## src/rtl/sensors_acquisition_pkg.sv

```systemverilog
// Shared constants for the temperature monitor front end and its downstream summing stage.
package sensors_acquisition_pkg;

  localparam int unsigned SA_NUM_SENSORS = 5;
  localparam int unsigned SA_TEMP_W      = 8;
  localparam logic [7:0]  SA_MAX_TEMP    = 8'd125;

  localparam logic [1:0] ST_IDLE   = 2'd0;
  localparam logic [1:0] ST_REQ    = 2'd1;
  localparam logic [1:0] ST_NEXT   = 2'd2;
  localparam logic [1:0] ST_COMMIT = 2'd3;

  // Unsigned plausibility check of one reading against the ceiling.
  function automatic logic temp_plausible(input logic [7:0] value, input logic [7:0] max_temp);
    return value <= max_temp;
  endfunction

endpackage

```

## src/rtl/sensors_acquisition_timer.sv

```systemverilog
// Per-sensor request timer: counts REQ cycles and flags the last allowed one.
module poll_timeout_counter #(
  parameter int unsigned TIMEOUT = 16
) (
  input  logic clk_i,
  input  logic rst_i,
  input  logic clr_i,
  input  logic en_i,
  output logic expired_o
);

  logic [7:0] cnt_q, cnt_d;

  always_comb begin
    cnt_d = cnt_q;
    if (clr_i)     cnt_d = '0;
    else if (en_i) cnt_d = cnt_q + 8'd1;
  end

  always_ff @(posedge clk_i or posedge rst_i) begin
    if (rst_i) cnt_q <= '0;
    else       cnt_q <= cnt_d;
  end

  assign expired_o = (cnt_q == 8'(TIMEOUT - 1));

endmodule

```

## src/rtl/sensors_acquisition.sv

```systemverilog
// Polls the sensors one at a time, builds a scan in shadow registers and publishes it atomically.
module sensors_acquisition
  import sensors_acquisition_pkg::*;
#(
  parameter int unsigned NUM_SENSORS = SA_NUM_SENSORS,
  parameter int unsigned TEMP_W      = SA_TEMP_W,
  parameter int unsigned TIMEOUT     = 16,
  parameter logic [7:0]  MAX_TEMP    = SA_MAX_TEMP
) (
  input  logic                          clk_i,
  input  logic                          rst_i,
  input  logic                          start_i,
  input  logic [NUM_SENSORS-1:0]        sensor_mask_i,
  output logic                          req_o,
  output logic [2:0]                    sel_o,
  input  logic                          ack_i,
  input  logic [TEMP_W-1:0]             data_i,
  output logic [NUM_SENSORS*TEMP_W-1:0] sensors_data_o,
  output logic [NUM_SENSORS-1:0]        sensors_en_o,
  output logic [NUM_SENSORS-1:0]        fault_o,
  output logic                          busy_o,
  output logic                          scan_done_o
);

  localparam logic [2:0] LAST_IDX = 3'(NUM_SENSORS - 1);

  logic [1:0]                    state_q, state_d;
  logic [2:0]                    idx_q, idx_d;
  logic                          busy_q, busy_d;
  logic                          done_q, done_d;
  logic [NUM_SENSORS*TEMP_W-1:0] data_q, data_d, sh_data_q, sh_data_d;
  logic [NUM_SENSORS-1:0]        en_q, en_d, sh_en_q, sh_en_d;
  logic [NUM_SENSORS-1:0]        fault_q, fault_d, sh_fault_q, sh_fault_d;
  logic                          tmr_clr, tmr_en, tmr_expired;
  logic                          req;

  poll_timeout_counter #(.TIMEOUT(TIMEOUT)) u_timer (
    .clk_i     (clk_i),
    .rst_i     (rst_i),
    .clr_i     (tmr_clr),
    .en_i      (tmr_en),
    .expired_o (tmr_expired)
  );

  always_comb begin
    state_d    = state_q;
    idx_d      = idx_q;
    busy_d     = busy_q;
    done_d     = 1'b0;
    data_d     = data_q;
    en_d       = en_q;
    fault_d    = fault_q;
    sh_data_d  = sh_data_q;
    sh_en_d    = sh_en_q;
    sh_fault_d = sh_fault_q;
    tmr_clr    = 1'b0;
    tmr_en     = 1'b0;
    req        = 1'b0;
    case (state_q)
      ST_IDLE: begin
        if (start_i) begin
          state_d = ST_REQ;
          idx_d   = '0;
          busy_d  = 1'b1;
          tmr_clr = 1'b1;
        end
      end
      ST_REQ: begin
        // Every polled slot rewrites all three shadow fields, so no clear is needed at scan start.
        if (!sensor_mask_i[idx_q]) begin
          sh_data_d[idx_q*TEMP_W +: TEMP_W] = '0;
          sh_en_d[idx_q]    = 1'b0;
          sh_fault_d[idx_q] = 1'b0;
          state_d           = ST_NEXT;
        end else begin
          req = 1'b1;
          if (ack_i) begin
            if (temp_plausible(data_i, MAX_TEMP)) begin
              sh_data_d[idx_q*TEMP_W +: TEMP_W] = data_i;
              sh_en_d[idx_q]    = 1'b1;
              sh_fault_d[idx_q] = 1'b0;
            end else begin
              sh_data_d[idx_q*TEMP_W +: TEMP_W] = '0;
              sh_en_d[idx_q]    = 1'b0;
              sh_fault_d[idx_q] = 1'b1;
            end
            state_d = ST_NEXT;
          end else if (tmr_expired) begin
            sh_data_d[idx_q*TEMP_W +: TEMP_W] = '0;
            sh_en_d[idx_q]    = 1'b0;
            sh_fault_d[idx_q] = 1'b1;
            state_d           = ST_NEXT;
          end else begin
            tmr_en = 1'b1;
          end
        end
      end
      ST_NEXT: begin
        tmr_clr = 1'b1;
        if (idx_q == LAST_IDX) begin
          state_d = ST_COMMIT;
        end else begin
          idx_d   = idx_q + 3'd1;
          state_d = ST_REQ;
        end
      end
      ST_COMMIT: begin
        data_d  = sh_data_q;
        en_d    = sh_en_q;
        fault_d = sh_fault_q;
        done_d  = 1'b1;
        busy_d  = 1'b0;
        state_d = ST_IDLE;
      end
      default: state_d = ST_IDLE;
    endcase
  end

  always_ff @(posedge clk_i or posedge rst_i) begin
    if (rst_i) begin
      state_q    <= ST_IDLE;
      idx_q      <= '0;
      busy_q     <= 1'b0;
      done_q     <= 1'b0;
      data_q     <= '0;
      en_q       <= '0;
      fault_q    <= '0;
      sh_data_q  <= '0;
      sh_en_q    <= '0;
      sh_fault_q <= '0;
    end else begin
      state_q    <= state_d;
      idx_q      <= idx_d;
      busy_q     <= busy_d;
      done_q     <= done_d;
      data_q     <= data_d;
      en_q       <= en_d;
      fault_q    <= fault_d;
      sh_data_q  <= sh_data_d;
      sh_en_q    <= sh_en_d;
      sh_fault_q <= sh_fault_d;
    end
  end

  assign req_o          = req;
  assign sel_o          = idx_q;
  assign sensors_data_o = data_q;
  assign sensors_en_o   = en_q;
  assign fault_o        = fault_q;
  assign busy_o         = busy_q;
  assign scan_done_o    = done_q;

endmodule

```

## config.mk

```make
export PLATFORM = sky130hd
export DESIGN_NAME = sensors_acquisition
export DESIGN_NICKNAME = d
export VERILOG_FILES = /design/src/rtl/sensors_acquisition_pkg.sv /design/src/rtl/sensors_acquisition_timer.sv /design/src/rtl/sensors_acquisition.sv
export SDC_FILE = /design/constraint.sdc
export NUM_CORES = 1
export LEC_CHECK = 0
export ABC_AREA = 1
export CAP_MARGIN = 20
export CORE_MARGIN = 2
export CORE_UTILIZATION = 49
export CTS_CLUSTER_DIAMETER = 30
export DETAILED_ROUTE_END_ITERATION = 7
export PLACE_DENSITY = 0.76
export RECOVER_POWER = 100
export SYNTH_ARGS = -nofsm -noshare
export SYNTH_HDL_FRONTEND = slang
export SYNTH_SLANG_ARGS = --single-unit
```

## constraint.sdc

```tcl
create_clock -name clk_i -period 3.3 [get_ports clk_i]
set_input_delay 0.495 -clock clk_i [delete_from_list [all_inputs] [get_ports clk_i]]
set_output_delay 0.495 -clock clk_i [all_outputs]
set_load 0.03 [all_outputs]
```

== Word-level counts from Yosys, hierarchy flattened ==
Cells that the tools add are included.
Operators by class
  muxes and demuxes: 40
  magnitude comparators: 3
  equality and inequality tests: 9
  add/subtract/negate cells: 3
  reductions and logical operators: 9
  bitwise logic cells: 5
  shift-type cells: 3
Operators with widths (count)
  $mux 40: 4
  $bwmux 40: 2
  $mux 5: 8
  $shift 8x34->40 const A: 1
  $shiftx 8x34->40: 1
  $shiftx 8x34->40 const A: 1
  $neg 6->34: 1
  $mux 8: 2
  $mux 1: 11
  $and 5x5->5: 2
  $mux 2: 5
  $or 5x5->5: 2
  $add 8x1->8 const B: 1
  $eq 8x4->1 const B: 1
  $le 8x7->1 const B: 1
  $pmux 2 s4: 1
  $mux 3: 2
  $pmux 3 s2: 1
  $reduce_and 2->1: 3
  $reduce_bool 2->1: 3
  $not 5->5: 1
  $eq 2x2->1 const B: 2
  $lt 3x4->1 const B: 1
  $ne 2x2->1 const B: 2
  12 further kinds: 13
Word-level totals
  register bits: 115
  bits of input ports: 17
  output and inout bits: 56

== Depth between registers and ports, before layout ==
  word-level depth: 9
  gate-level depth with buffers: 12
  gate-level depth less buffers: 12

== Hierarchy ==
A second synthesis with hierarchy kept.
Second synthesis, totals
  cells, all modules: 641
  area total of the unflattened synthesis: 5211.2 um^2
By module, submodules not included
  sensors_acquisition: instances 1, cells an instance 580, area an instance 4764.6 um^2, seq. area each 2677.6 um^2
  poll_timeout_counter: instances 1, cells an instance 61, area an instance 446.7 um^2, seq. area each 200.2 um^2

== Least setup slack after synthesis ==
No wires, ideal clock.
  kind: flip-flop to flip-flop
  start: reg idx_q[0], in the netlist sel_o[0]
  end: reg sh_data_q[33]
  arrival time: 2.164 ns
  data required time: 3.182 ns
  period minus slack after synthesis: 2.281 ns
  path slack: 1.019 ns
  stages on the path, launching flop included: 12
  path through: dfrtp_1 -> inv_2 -> ha_1 -> ha_1 -> inv_1 -> nor2_1 -> nand3_1 -> nand3_1 -> nor3_1 -> nor2_4 -> nand3_1 -> nand2_1
Between the ends
  word-level cells in the longest chain between the ends: 6
  elaborated cells on any way between the ends: 14
Ends and longest elaborated chain
  from (decl): line sensors_acquisition.sv:28  | logic [2:0] idx_q, idx_d;
  from (signal assigned): line sensors_acquisition.sv:133  | idx_q <= idx_d;
  $neg 6->34
  $shiftx 8x34->40 (tied with other cells): line sensors_acquisition.sv:71, sensors_acquisition.sv:83, sensors_acquisition.sv:89
  $bwmux 40 (on tied branches)
  $mux 40 (on tied branches): line sensors_acquisition.sv:88, sensors_acquisition.sv:78
  $mux 40: line sensors_acquisition.sv:77  | if (ack_i) begin
  $mux 40: line sensors_acquisition.sv:70  | if (!sensor_mask_i[idx_q]) begin
  to (signal assigned): line sensors_acquisition.sv:139  | sh_data_q <= sh_data_d;
  to (decl): line sensors_acquisition.sv:31  | logic [NUM_SENSORS*TEMP_W-1:0] data_q, data_d, sh_data_q, sh_data_d;
Several ways; a longest one is shown, not always the timed one. The select of a mux whose other input is x is not followed.
A chain may end at the register's enable or synchronous reset.

== Worst setup path in the final report ==
  start: reg idx_q[0], in the netlist sel_o[0]
  end: out req_o
Between the ends
  word-level cells in the longest chain between the ends: 4
Ends and longest elaborated chain
  $bmux 1 s3: line sensors_acquisition.sv:70
  $mux 1 (not written as such): line sensors_acquisition.sv:70
  $mux 1: line sensors_acquisition.sv:70
  $mux 1: line sensors_acquisition.sv:59  | case (state_q)
  to (decl): line sensors_acquisition.sv:14  | output logic req_o,
No other way between the ends. The select of a mux whose other input is x is not followed.

==> flow_metrics.env <==
export IMPL_synth_enable_flop_cells=0
export IMPL_timing_final_setup_violations=0
export IMPL_post_route_cells_drive_above_1_share_pct=5.90
export IMPL_synthArstFlopShare_pct=100
export IMPL_reg2reg_setup_slack_ns=0.41
export IMPL_max_clock_freq_mhz=328
export IMPL_post_drt_wl_per_cell_um=14.3
export IMPL_critical_path_endpoint="req_o"
export IMPL_worstReg2RegStart="sel_o[0]"
export IMPL_io_pins=73
export IMPL_timing_final_max_slew_violations=170
export IMPL_synth_seq_area_share_pct=55.1
export IMPL_postRouteAntennaNets=0
export IMPL_setup_worst_path_start_class="flip-flop"
export IMPL_drv_max_cap_violation_count=1
export IMPL_yosys_warnings=0
export IMPL_netlist_top_cell_by_area="sky130_fd_sc_hd__dfrtp_1"
export IMPL_detailed_place_hpwl_um=8540
export IMPL_worstSetupPathType="reg2out"
export IMPL_hold_viol_final=0
export IMPL_number_of_antenna_violations_at_the_first_check_in_global_routing=0
export IMPL_post_synth_inst_count=654
export IMPL_worst_skew_pair_late_latency_ns=0.52
export IMPL_grt_max_degree=116
export IMPL_syn_num_nets=680
export IMPL_path_max_fanout=19
export IMPL_cts_hold_buffers_added=0
export IMPL_floorplan_die_height_um=107
export IMPL_initial_drt_markers=332
export IMPL_cts_tree="done"
export IMPL_cts_buffer_depth=2
export IMPL_multi_input_area_mm2=0.00204
export IMPL_final_period_utilization_pct=92.4
export IMPL_die_w_um=107
export IMPL_layout_area_growth_over_synthesis_pct=26.7
export IMPL_status="complete, but fails checks"
export IMPL_min_delay_path_depth=2
export IMPL_worst_pin_slew_ns=2.30
export IMPL_cts_buffers=17
export IMPL_nets=759
export IMPL_clkSinkCount=115
export IMPL_seqCellArea_mm2=0.00288
export IMPL_synthFlopType="sky130_fd_sc_hd__dfrtp_1"
export IMPL_final_setup_skew_ns=0.00677
export IMPL_data_arrival_time_of_the_critical_path_ns=2.56
export IMPL_row_count=37
export IMPL_first_global_vias=4500
export IMPL_power_leakage_nw=3.56
export IMPL_failed_checks="max-capacitance violations, max-slew violations"
export IMPL_die_area_mm2=0.0115
export IMPL_fin_crit_ns=3.05
export IMPL_drt_first_pass_iters=5
export IMPL_clk_transition_reported_paths_ns=0.06
export IMPL_detailroute_via_count=4535
export IMPL_synth_seq_cells=115
export IMPL_r2r_depth=9
export IMPL_synth_common_cells="sky130_fd_sc_hd__nand2_1 (297), sky130_fd_sc_hd__dfrtp_1 (115), sky130_fd_sc_hd__nor2_1 (55), sky130_fd_sc_hd__inv_1 (45), sky130_fd_sc_hd__nand3_1 (34)"
export IMPL_cts_max_level=4
export IMPL_worst_hold_path_type="reg2reg"
export IMPL_place_port_buffers=72
export IMPL_rsz0062_at_grt="false"
export IMPL_finalWeightedCongestion=0.909
export IMPL_post_synth_top_count_cell="sky130_fd_sc_hd__nand2_1"
export IMPL_filler_cell_count=901
export IMPL_reg2reg_to="sh_data_q[33]"
export IMPL_dpl_cell_area_mm2=0.00609
export IMPL_synth_area_per_cell_um2=7.99
export IMPL_grt_util_all_layers_pct=24.3
export IMPL_viasPerCell=5.14
export IMPL_clock_tree_root_cell="sky130_fd_sc_hd__clkbuf_8"
export IMPL_worst_slew_margin_rel_pct=-53.6
export IMPL_initial_core_util_pct=50.6
export IMPL_end_kind="output port"
export IMPL_cp_data_required_time_ns=2.80
export IMPL_drc=0
export IMPL_grt_pass1_wl_um=21900
export IMPL_synth_top_cells_by_area="sky130_fd_sc_hd__dfrtp_1 (55%), sky130_fd_sc_hd__nand2_1 (21%), sky130_fd_sc_hd__nor2_1 (3.9%)"
export IMPL_gr_total_overflow=0
export IMPL_pwr_density_cell_mw_per_mm2=848
export IMPL_finalWirelength_um=12700
export IMPL_worst_setup_path_startpoint="sel_o[0]"
export IMPL_synth_top_cell_area_share_pct=55.1
export IMPL_post_synth_num_cell_types=28
export IMPL_synth_area_mm2=0.00523
export IMPL_num_antenna_cells=0
export IMPL_vdd_drop_max_mv=0.402
export IMPL_aggregate_negative_setup_slack_ns=0
export IMPL_placeableCoreArea_mm2=0.0103
export IMPL_postLayoutCellArea_mm2=0.00662
per-stage QoR:
step / power, mW / setup slack, ns / util (%) / std cells / hold slack, ns
finish: 5.61 / 0.249 / 64.2 / 882 / 0.467
global route: 5.97 / 0.135 / 64.2 / 882 / 0.475
CTS: 5.76 / 0.0661 / 64.8 / 882 / 0.469
detailed placement: 3.90 / 0.584 / 59.0 / 850 / 0.454
global placement: 3.85 / 0.644 / 59.0 / 850 / 0.449
floorplan: 3.23 / 1.02 / - / 654 / 0.436
timing repair:
action                     4_1_cts  5_1_grt
setup endpoints to repair        0        1
gates resized for setup          0        1
buffers inserted                 0        0
final cells by class:
cell class	count	share of cell area, %
Sequential cell	115	43.5
Multi-Input combinational cell	471	30.8
Timing Repair Buffer	75	11.1
Clock buffer	18	6.31
Inverter	53	3.06
Clock inverter	14	2.68
Tap cell	136	2.57
layer usage:
metal / global-route usage, % / part of all wire (%) / routed length (um) / vias up
met5: 0 / 0 / 0 / -
met4: 8.35 / 1.8 / 226 / 0
met3: 5.45 / 4.2 / 526 / 28
met2: 38.5 / 49 / 6190 / 107
met1: 33.0 / 45 / 5710 / 2201
li1: - / - / - / 2199
critical path, cell delays in order, from the launching register on:
cell and delay, ns:
sky130_fd_sc_hd__dfrtp_2 0.54, sky130_fd_sc_hd__inv_2 0.19, sky130_fd_sc_hd__nand4_1 0.13, sky130_fd_sc_hd__nand2_1 0.15, sky130_fd_sc_hd__nor2_4 0.08, sky130_fd_sc_hd__nor2_1 0.17, sky130_fd_sc_hd__dlygate4sd3_1 0.77
placed cells by master, fill, tap and decap left out, drive strengths merged, types with 3 or more instances in the layout:
| cell type | n |
|---|---|
| a21oi | 5 |
| bufinv | 3 |
| clkbuf | 21 |
| clkdlybuf4s50 | 15 |
| clkinv | 5 |
| clkinvlp | 5 |
| dfrtp | 115 |
| dlygate4sd3 | 57 |
| ha | 9 |
| inv | 54 |
| nand2 | 301 |
| nand3 | 35 |
| nand4 | 10 |
| nor2 | 64 |
| nor3 | 7 |
| o21ai | 31 |
| xor2 | 4 |
registers in the layout, indices dropped and copies added (netlist names), named ones only:
register        count
state_q             2
u_timer.cnt_q       8
scan_done_o         1
busy_o              1
sensors_data_o     40
sh_data_q          40
sel_o               3
sensors_en_o        5
fault_o             5
where the power goes:
part / switching, mW / internal, mW
clock network: 0.682 / 1.16
logic: 1.27 / 0.544
registers: 0.218 / 1.75
total: 2.17 / 3.45
logic make-up (layout without fill, tap and decap cells):
family,count (synthesis),in the layout,share of synthesized area (%)
flops,115,115,55.1
compound gates,38,38,3.83
simple gates,418,418,32.9
xor+xnor,6,6,1.01
buf+inv,68,160,5.10
fa+ha+maj,9,9,2.15
worst min path at each step:
stage | start | end | slack [ns]
2_1_floorplan | sh_data_q[15] | sh_data_q[15] | 0.44
3_5_place_dp | sh_data_q[23] | sh_data_q[23] | 0.45
4_1_cts | sh_data_q[23] | sh_data_q[23] | 0.47
5_1_grt | sh_data_q[23] | sh_data_q[23] | 0.47
6_report | sh_data_q[23] | sh_data_q[23] | 0.47
3_3_place_gp | sh_data_q[23] | sh_data_q[23] | 0.45
No activity file was read; power rests on OpenSTA's default activity.
